## src/rtl/counter_run_ctrl.sv

```systemverilog
// Run sequencer for an external free-running counter.
// Clears the counter, enables it until it reaches the programmed target,
// pauses for HOLD_CYCLES, and repeats for the programmed number of runs.
// The host sees a start/busy/done handshake.
// Handshake: start is taken only in IDLE (and only when abort is low);
// busy is high in every other state; done pulses for one cycle on normal
// completion. abort drops cnt_en/cnt_clr in the same cycle and returns to
// IDLE without a done pulse.
module counter_run_ctrl #(
  parameter int WIDTH       = 4,
  parameter int REPS_W      = 4,
  parameter int HOLD_CYCLES = 2
) (
  input  logic              clk,
  input  logic              reset,
  input  logic              start,
  input  logic [WIDTH-1:0]  target,
  input  logic [REPS_W-1:0] reps,
  input  logic              abort,
  input  logic [WIDTH-1:0]  count,
  output logic              cnt_clr,
  output logic              cnt_en,
  output logic              busy,
  output logic              done,
  output logic [REPS_W-1:0] run_idx,
  output logic [2:0]        dbg_state
);

  // Hold gap counter only needs to reach HOLD_CYCLES-1.
  localparam int HW = (HOLD_CYCLES > 1) ? $clog2(HOLD_CYCLES) : 1;
  localparam logic [HW-1:0]     HOLD_LAST = HW'(HOLD_CYCLES - 1);
  localparam logic [HW-1:0]     ONE_H     = HW'(1);
  localparam logic [REPS_W-1:0] ONE_R     = REPS_W'(1);

  typedef enum logic [2:0] {
    S_IDLE  = 3'd0,
    S_CLEAR = 3'd1,
    S_RUN   = 3'd2,
    S_HOLD  = 3'd3,
    S_DONE  = 3'd4
  } state_t;

  state_t            state_q,   state_d;
  logic [WIDTH-1:0]  target_q,  target_d;
  logic [REPS_W-1:0] reps_q,    reps_d;
  logic [REPS_W-1:0] run_idx_q, run_idx_d;
  logic [HW-1:0]     hold_q,    hold_d;

  assign run_idx   = run_idx_q;
  assign dbg_state = state_q;

  // State and latched sequence parameters.
  always_ff @(posedge clk or posedge reset) begin
    if (reset) begin
      state_q   <= S_IDLE;
      target_q  <= '0;
      reps_q    <= '0;
      run_idx_q <= '0;
      hold_q    <= '0;
    end else begin
      state_q   <= state_d;
      target_q  <= target_d;
      reps_q    <= reps_d;
      run_idx_q <= run_idx_d;
      hold_q    <= hold_d;
    end
  end

  // Next-state and output decode; abort overrides every active state.
  always_comb begin
    state_d   = state_q;
    target_d  = target_q;
    reps_d    = reps_q;
    run_idx_d = run_idx_q;
    hold_d    = hold_q;
    cnt_clr   = 1'b0;
    cnt_en    = 1'b0;
    done      = 1'b0;
    busy      = (state_q != S_IDLE);
    case (state_q)
      S_IDLE: begin
        if (start && !abort) begin
          target_d  = target;
          reps_d    = (reps == '0) ? ONE_R : reps;
          run_idx_d = '0;
          hold_d    = '0;
          state_d   = S_CLEAR;
        end
      end
      S_CLEAR: begin
        if (abort) begin
          state_d = S_IDLE;
        end else begin
          cnt_clr = 1'b1;
          state_d = S_RUN;
        end
      end
      S_RUN: begin
        if (abort) begin
          state_d = S_IDLE;
        end else begin
          // Equality only: a disturbed counter above target wraps back round.
          cnt_en = (count != target_q);
          if (count == target_q) begin
            hold_d  = '0;
            state_d = ((run_idx_q + ONE_R) == reps_q) ? S_DONE : S_HOLD;
          end
        end
      end
      S_HOLD: begin
        if (abort) begin
          state_d = S_IDLE;
        end else if (hold_q == HOLD_LAST) begin
          run_idx_d = run_idx_q + ONE_R;
          state_d   = S_CLEAR;
        end else begin
          hold_d = hold_q + ONE_H;
        end
      end
      S_DONE: begin
        done    = !abort;
        state_d = S_IDLE;
      end
      default: state_d = S_IDLE;
    endcase
  end

endmodule

```

## config.mk

```make
export PLATFORM = sky130hd
export DESIGN_NAME = counter_run_ctrl
export DESIGN_NICKNAME = d
export VERILOG_FILES = /design/src/rtl/counter_run_ctrl.sv
export SDC_FILE = /design/constraint.sdc
export NUM_CORES = 1
export LEC_CHECK = 0
export BUFFER_PORTS_ARGS = -buffer_cell sky130_fd_sc_hd__buf_2
export CAP_MARGIN = 10
export CORE_MARGIN = 2
export CORE_UTILIZATION = 49
export DETAILED_ROUTE_END_ITERATION = 10
export PLACE_DENSITY = 0.82
export SYNTH_ARGS = -nofsm -noshare
export SYNTH_HDL_FRONTEND = slang
export SYNTH_SLANG_ARGS = --single-unit
```

## constraint.sdc

```tcl
create_clock -name clk -period 1.69 [get_ports clk]
set_input_delay 0.2535 -clock clk [delete_from_list [all_inputs] [get_ports clk]]
set_output_delay 0.2535 -clock clk [all_outputs]
set_load 0.005 [all_outputs]
```

Word level (Yosys, flattened, before mapping). Cells that the tools add are included. W data, S select, Z words.

Add/sub/neg operators: 2. Eq/ne operators: 14. Multiplexer cells: 24. Reductions and logical operators: 11.

Operators by type and width (count): $mux W3 (6); $mux W4 (4); $pmux W3 S4 (1); $mux W1 (10); $ne A2 B2 Y1 const B (5); $eq A4 B4 Y1 (2); $pmux W4 S2 (1); $eq A3 B2 Y1 const B (2); $ne A3 B3 Y1 const B (2); $reduce_bool A3 Y1 (2); $reduce_and A5 Y1 (1); $add A4 B1 Y4 const B (1); $logic_not A4 Y1 (1); $ne A4 B4 Y1 (1); $reduce_and A4 Y1 (1); $eq A3 B1 Y1 const B (1); $eq A3 B3 Y1 const B (1); $logic_not A3 Y1 (1); $pmux W1 S3 (1); $reduce_and A3 Y1 (1); $mux W2 (1); $reduce_and A2 Y1 (1); $reduce_bool A2 Y1 (1); $add A1 B1 Y1 const B (1); 2 further kinds (2).

Register bits: 16. Input port bits: 16. Output and inout port bits: 11. Word-level logic and storage cells: 56.

Longest topological paths before layout.
Word-level depth: 6. Mapped depth: 5. Mapped depth without buffers: 5.

Least setup slack after synthesis. OpenSTA, ideal clock, no wires.

Path kind: register to register. Start point: register run_idx_q[0] (netlist: run_idx[0]). End point: register state_q[1] (netlist: dbg_state[1]). Setup time: 0.142 ns. Data arrival time: 1.338 ns. Data required time: 1.548 ns. Slack: 0.210 ns. Cell stages (with the launch flop): 6. Buffers on the path: 0. Period minus slack after synthesis: 1.480 ns. Path through: dfrtp_1 > ha_1 > xnor2_1 > nand2_1 > nor4b_2 > o221ai_1.

Longest elaborated chain between the ends: 6.

Ends and longest elaborated chain: start, declared (RTL line 46) `logic [REPS_W-1:0] run_idx_q, run_idx_d;`; start signal, assigned (RTL line 64) `run_idx_q <= run_idx_d;`; $add A4 B1 Y4 (RTL line 106) `state_d = ((run_idx_q + ONE_R) == reps_q) ? S_DONE : S_HOLD;`; $eq A4 B4 Y1 (RTL line 106); $mux W3 (RTL line 106); $mux W3 (RTL line 104) `if (count == target_q) begin`; $mux W3 (RTL line 99) `if (abort) begin`; $pmux W3 S4 (RTL line 80) `case (state_q)`; end signal, assigned (RTL line 61) `state_q <= state_d;`; end, declared (RTL line 43) `state_t state_q, state_d;`.

No other way between the ends. The select of a mux whose other input is x is not followed. A chain may end at the register's enable or synchronous reset.

Worst setup path in the final report.
Start point: register state_q[2] (netlist: dbg_state[2]). End point: output port busy.

Longest elaborated chain between the ends: 1.

Ends and longest elaborated chain: $reduce_bool A3 Y1 (RTL line 79) `busy = (state_q != S_IDLE);`; end, declared (RTL line 23) `output logic busy,`.

No other way between the ends.

==> impl_metrics.tcl <==
set metrics [dict create \
    status "finished, final reports clean" \
    synth_top_area_share_pct 44.8 \
    diodes 0 \
    startpoint_type "flop" \
    fin_hold_ws_ns 0.0126 \
    clkPwrFrac_pct 16.3 \
    cts_buffers 3 \
    grt_max_degree 17 \
    post_dp_cell_area_um2 1050 \
    vias_per_cell 5.35 \
    gp_congestion 0.876 \
    rows 15 \
    routedWlPerCell_um 13.3 \
    relSlewSlack_pct 59.8 \
    dr.pass1.iters 4 \
    p_leak_nw 0.539 \
    antenna_found_initial 0 \
    cts_tree "yes" \
    postRouteAntennaNets 0 \
    synth_edf_count 0 \
    clk_transition_reported_paths_ns 0.09 \
    die_h_um 46.7 \
    cts_hold_buffers 0 \
    grt_pass1_wl_um 2790 \
    cts_root_buf "clkbuf_4" \
    pwr_density_cell_nw_per_um2 1380 \
    vdd_ir_drop_max_mv 0.915 \
    cp.required_ns 1.44 \
    swShare_pct 37.1 \
    fin_util_pct 66.4 \
    drive_gt1_share_pct 44.8 \
    drtIter0Drc 4 \
    synthDistinctLibCells 31 \
    synth.largest_area_cell "dfrtp_1" \
    yosysWarnings 0 \
    end_kind "primary output" \
    total_power_mw 1.58 \
    setup_viol 0 \
    grt_pass1_vias 642 \
    fin_ws_ns 0.0585 \
    core-area_um2 1730 \
    crit_fanout 7 \
    p_seq_share_pct 42.6 \
    rsz0062_at_grt "no" \
    cts_buffer_depth 2 \
    tightest_slew_ns 0.603 \
    final.period_utilization_pct 96.5 \
    ioPinCount 27 \
    fin_area_um2 1150 \
    period_needed_ns 1.63 \
    hp-class "in2async" \
    syn_area_um2 893 \
    crit_type "reg2out" \
    port_buffers 26 \
    tns_ns 0 \
    post-place-cells 135 \
    switching_power_mw 0.585 \
    syn2layout_area_growth_pct 28.3 \
    cts.sinks 16 \
    synthArstFlopShare_pct 100 \
    synth_nets 102 \
    synthFlopType "dfrtp_1" \
    timing.fmax_mhz 613 \
    vias 755 \
    crit_arrival_ns 1.38 \
    ys_seq_area_share_pct 44.8 \
    drc 0 \
    die_area_um2 2180 \
    grt_use_total_pct 18.7 \
    drv_slew 0 \
    ys_seq_elements 16 \
    internal_power_mw 0.994 \
    fin_cells 141 \
    finalClockSkew_ns 0.00222 \
    die_w_um 46.7 \
    insertion_delay_ns 0.29 \
    place_ws_ns 0.132 \
    ctsHtreeMaxLevel 1 \
    cap_violations 0 \
    finalWirelength_um 1870 \
    synth_area_leaders "dfrtp_1, mux2_2, xor2_1, xnor2_1, nand2_1" \
    avgSynthCellArea_um2 10.5 \
    synthCells 85 \
    start_util_pct 51.7 \
    fin_nets 134 \
    grt.overflow.total 0 \
    combPwrFrac_pct 41.1 \
    final_hold_viol_count 0 \
]
==> kinds of logic (layout without fill, tap and decap cells) <==
kind of cell | after synthesis | in the layout | synth area share (%)
AND/OR/NAND/NOR | 29 | 29 | 19.7
AO/OA/AOI/OAI | 16 | 16 | 12.0
flip-flops | 16 | 16 | 44.8
XOR/XNOR | 10 | 10 | 9.80
multiplexers | 8 | 8 | 9.94
buffers and inverters | 5 | 36 | 2.24
adder cells (fa/ha/maj) | 1 | 1 | 1.40
==> worst max-delay path, stage by stage, from the launching register on <==
cell     delay (ns)
dfrtp_2        0.48
buf_6          0.14
or3_1          0.35
buf_2          0.13
==> synthesized netlist by cell type, types with 2 or more instances <==
library cell and number:
a21oi_1 2, nand2b_1 2, nor2_1 6, o221ai_1 2, mux2_2 7, xnor2_1 4
dfrtp_1 16, inv_1 3, a22o_1 3, nand2_1 8, or3_1 2, xor2_1 6
nor3_1 2, o21ai_0 5
==> sequential cells by signal, indices dropped and copies added, names as in the netlist <==
name and count:
hold_q 1, target_q 4, run_idx 4, reps_q 4, dbg_state 3
==> layer usage <==
layer	wire (µm)	track usage, %
met5	0	0
met4	38	11.7
met3	71	2.35
met2	947	30.3
met1	815	23.5
==> cell type report <==
| cell class | instances | area, µm² |
|---|---|---|
| fillers | 146 | 581 |
| multi-input cells | 64 | 507 |
| flip-flops and latches | 16 | 404 |
| repair buffers | 29 | 156 |
| clock buffers | 4 | 36.3 |
| well taps | 25 | 31.3 |
| inverters | 3 | 11.3 |
==> path summary, 6_finish.rpt <==
| kind | from | end | slack (ns) | cells after the start |
|---|---|---|---|---|
| worst max register to register | run_idx[0] | dbg_state[1] | 0.09 | 5 |
| max in group asynchronous | reset | dbg_state[2] | 1.25 | 2 |
| worst max-delay path | dbg_state[2] | busy | 0.06 | 3 |
| min in group clk | target[0] | target_q[0] | 0.19 | 2 |
| worst min-delay path | reset | run_idx[2] | 0.01 | 2 |
| worst min register to register | target_q[2] | target_q[2] | 0.54 | 1 |
==> cells in the final DEF (no fill, tap or decap), types with 3 or more instances in the layout <==
master,instances
dfrtp_1,13
xor2_1,5
o21ai_0,5
a22o_1,3
nand2_1,7
nor2_1,4
inv_1,3
xnor2_1,3
dfrtp_2,3
clkbuf_4,3
buf_2,26
mux2_2,7
==> what timing repair did <==
item / CTS / global route
endpoints found under the setup margin: 1 / 5
gates resized for setup: 1 / 10
pin swaps: 1 / 5
setup buffers: 1 / 1
==> power groups by stage <==
| stage | combinational [mW] | clock [mW] | sequential, mW |
|---|---|---|---|
| after floorplan | 0.489 | 0 | 0.623 |
| after global placement | 0.605 | 0 | 0.651 |
| after detailed placement | 0.628 | 0 | 0.666 |
| after CTS | 0.644 | 0.260 | 0.660 |
| after global routing | 0.729 | 0.271 | 0.690 |
| final | 0.649 | 0.257 | 0.672 |
Power figures use the tool's default switching activity.
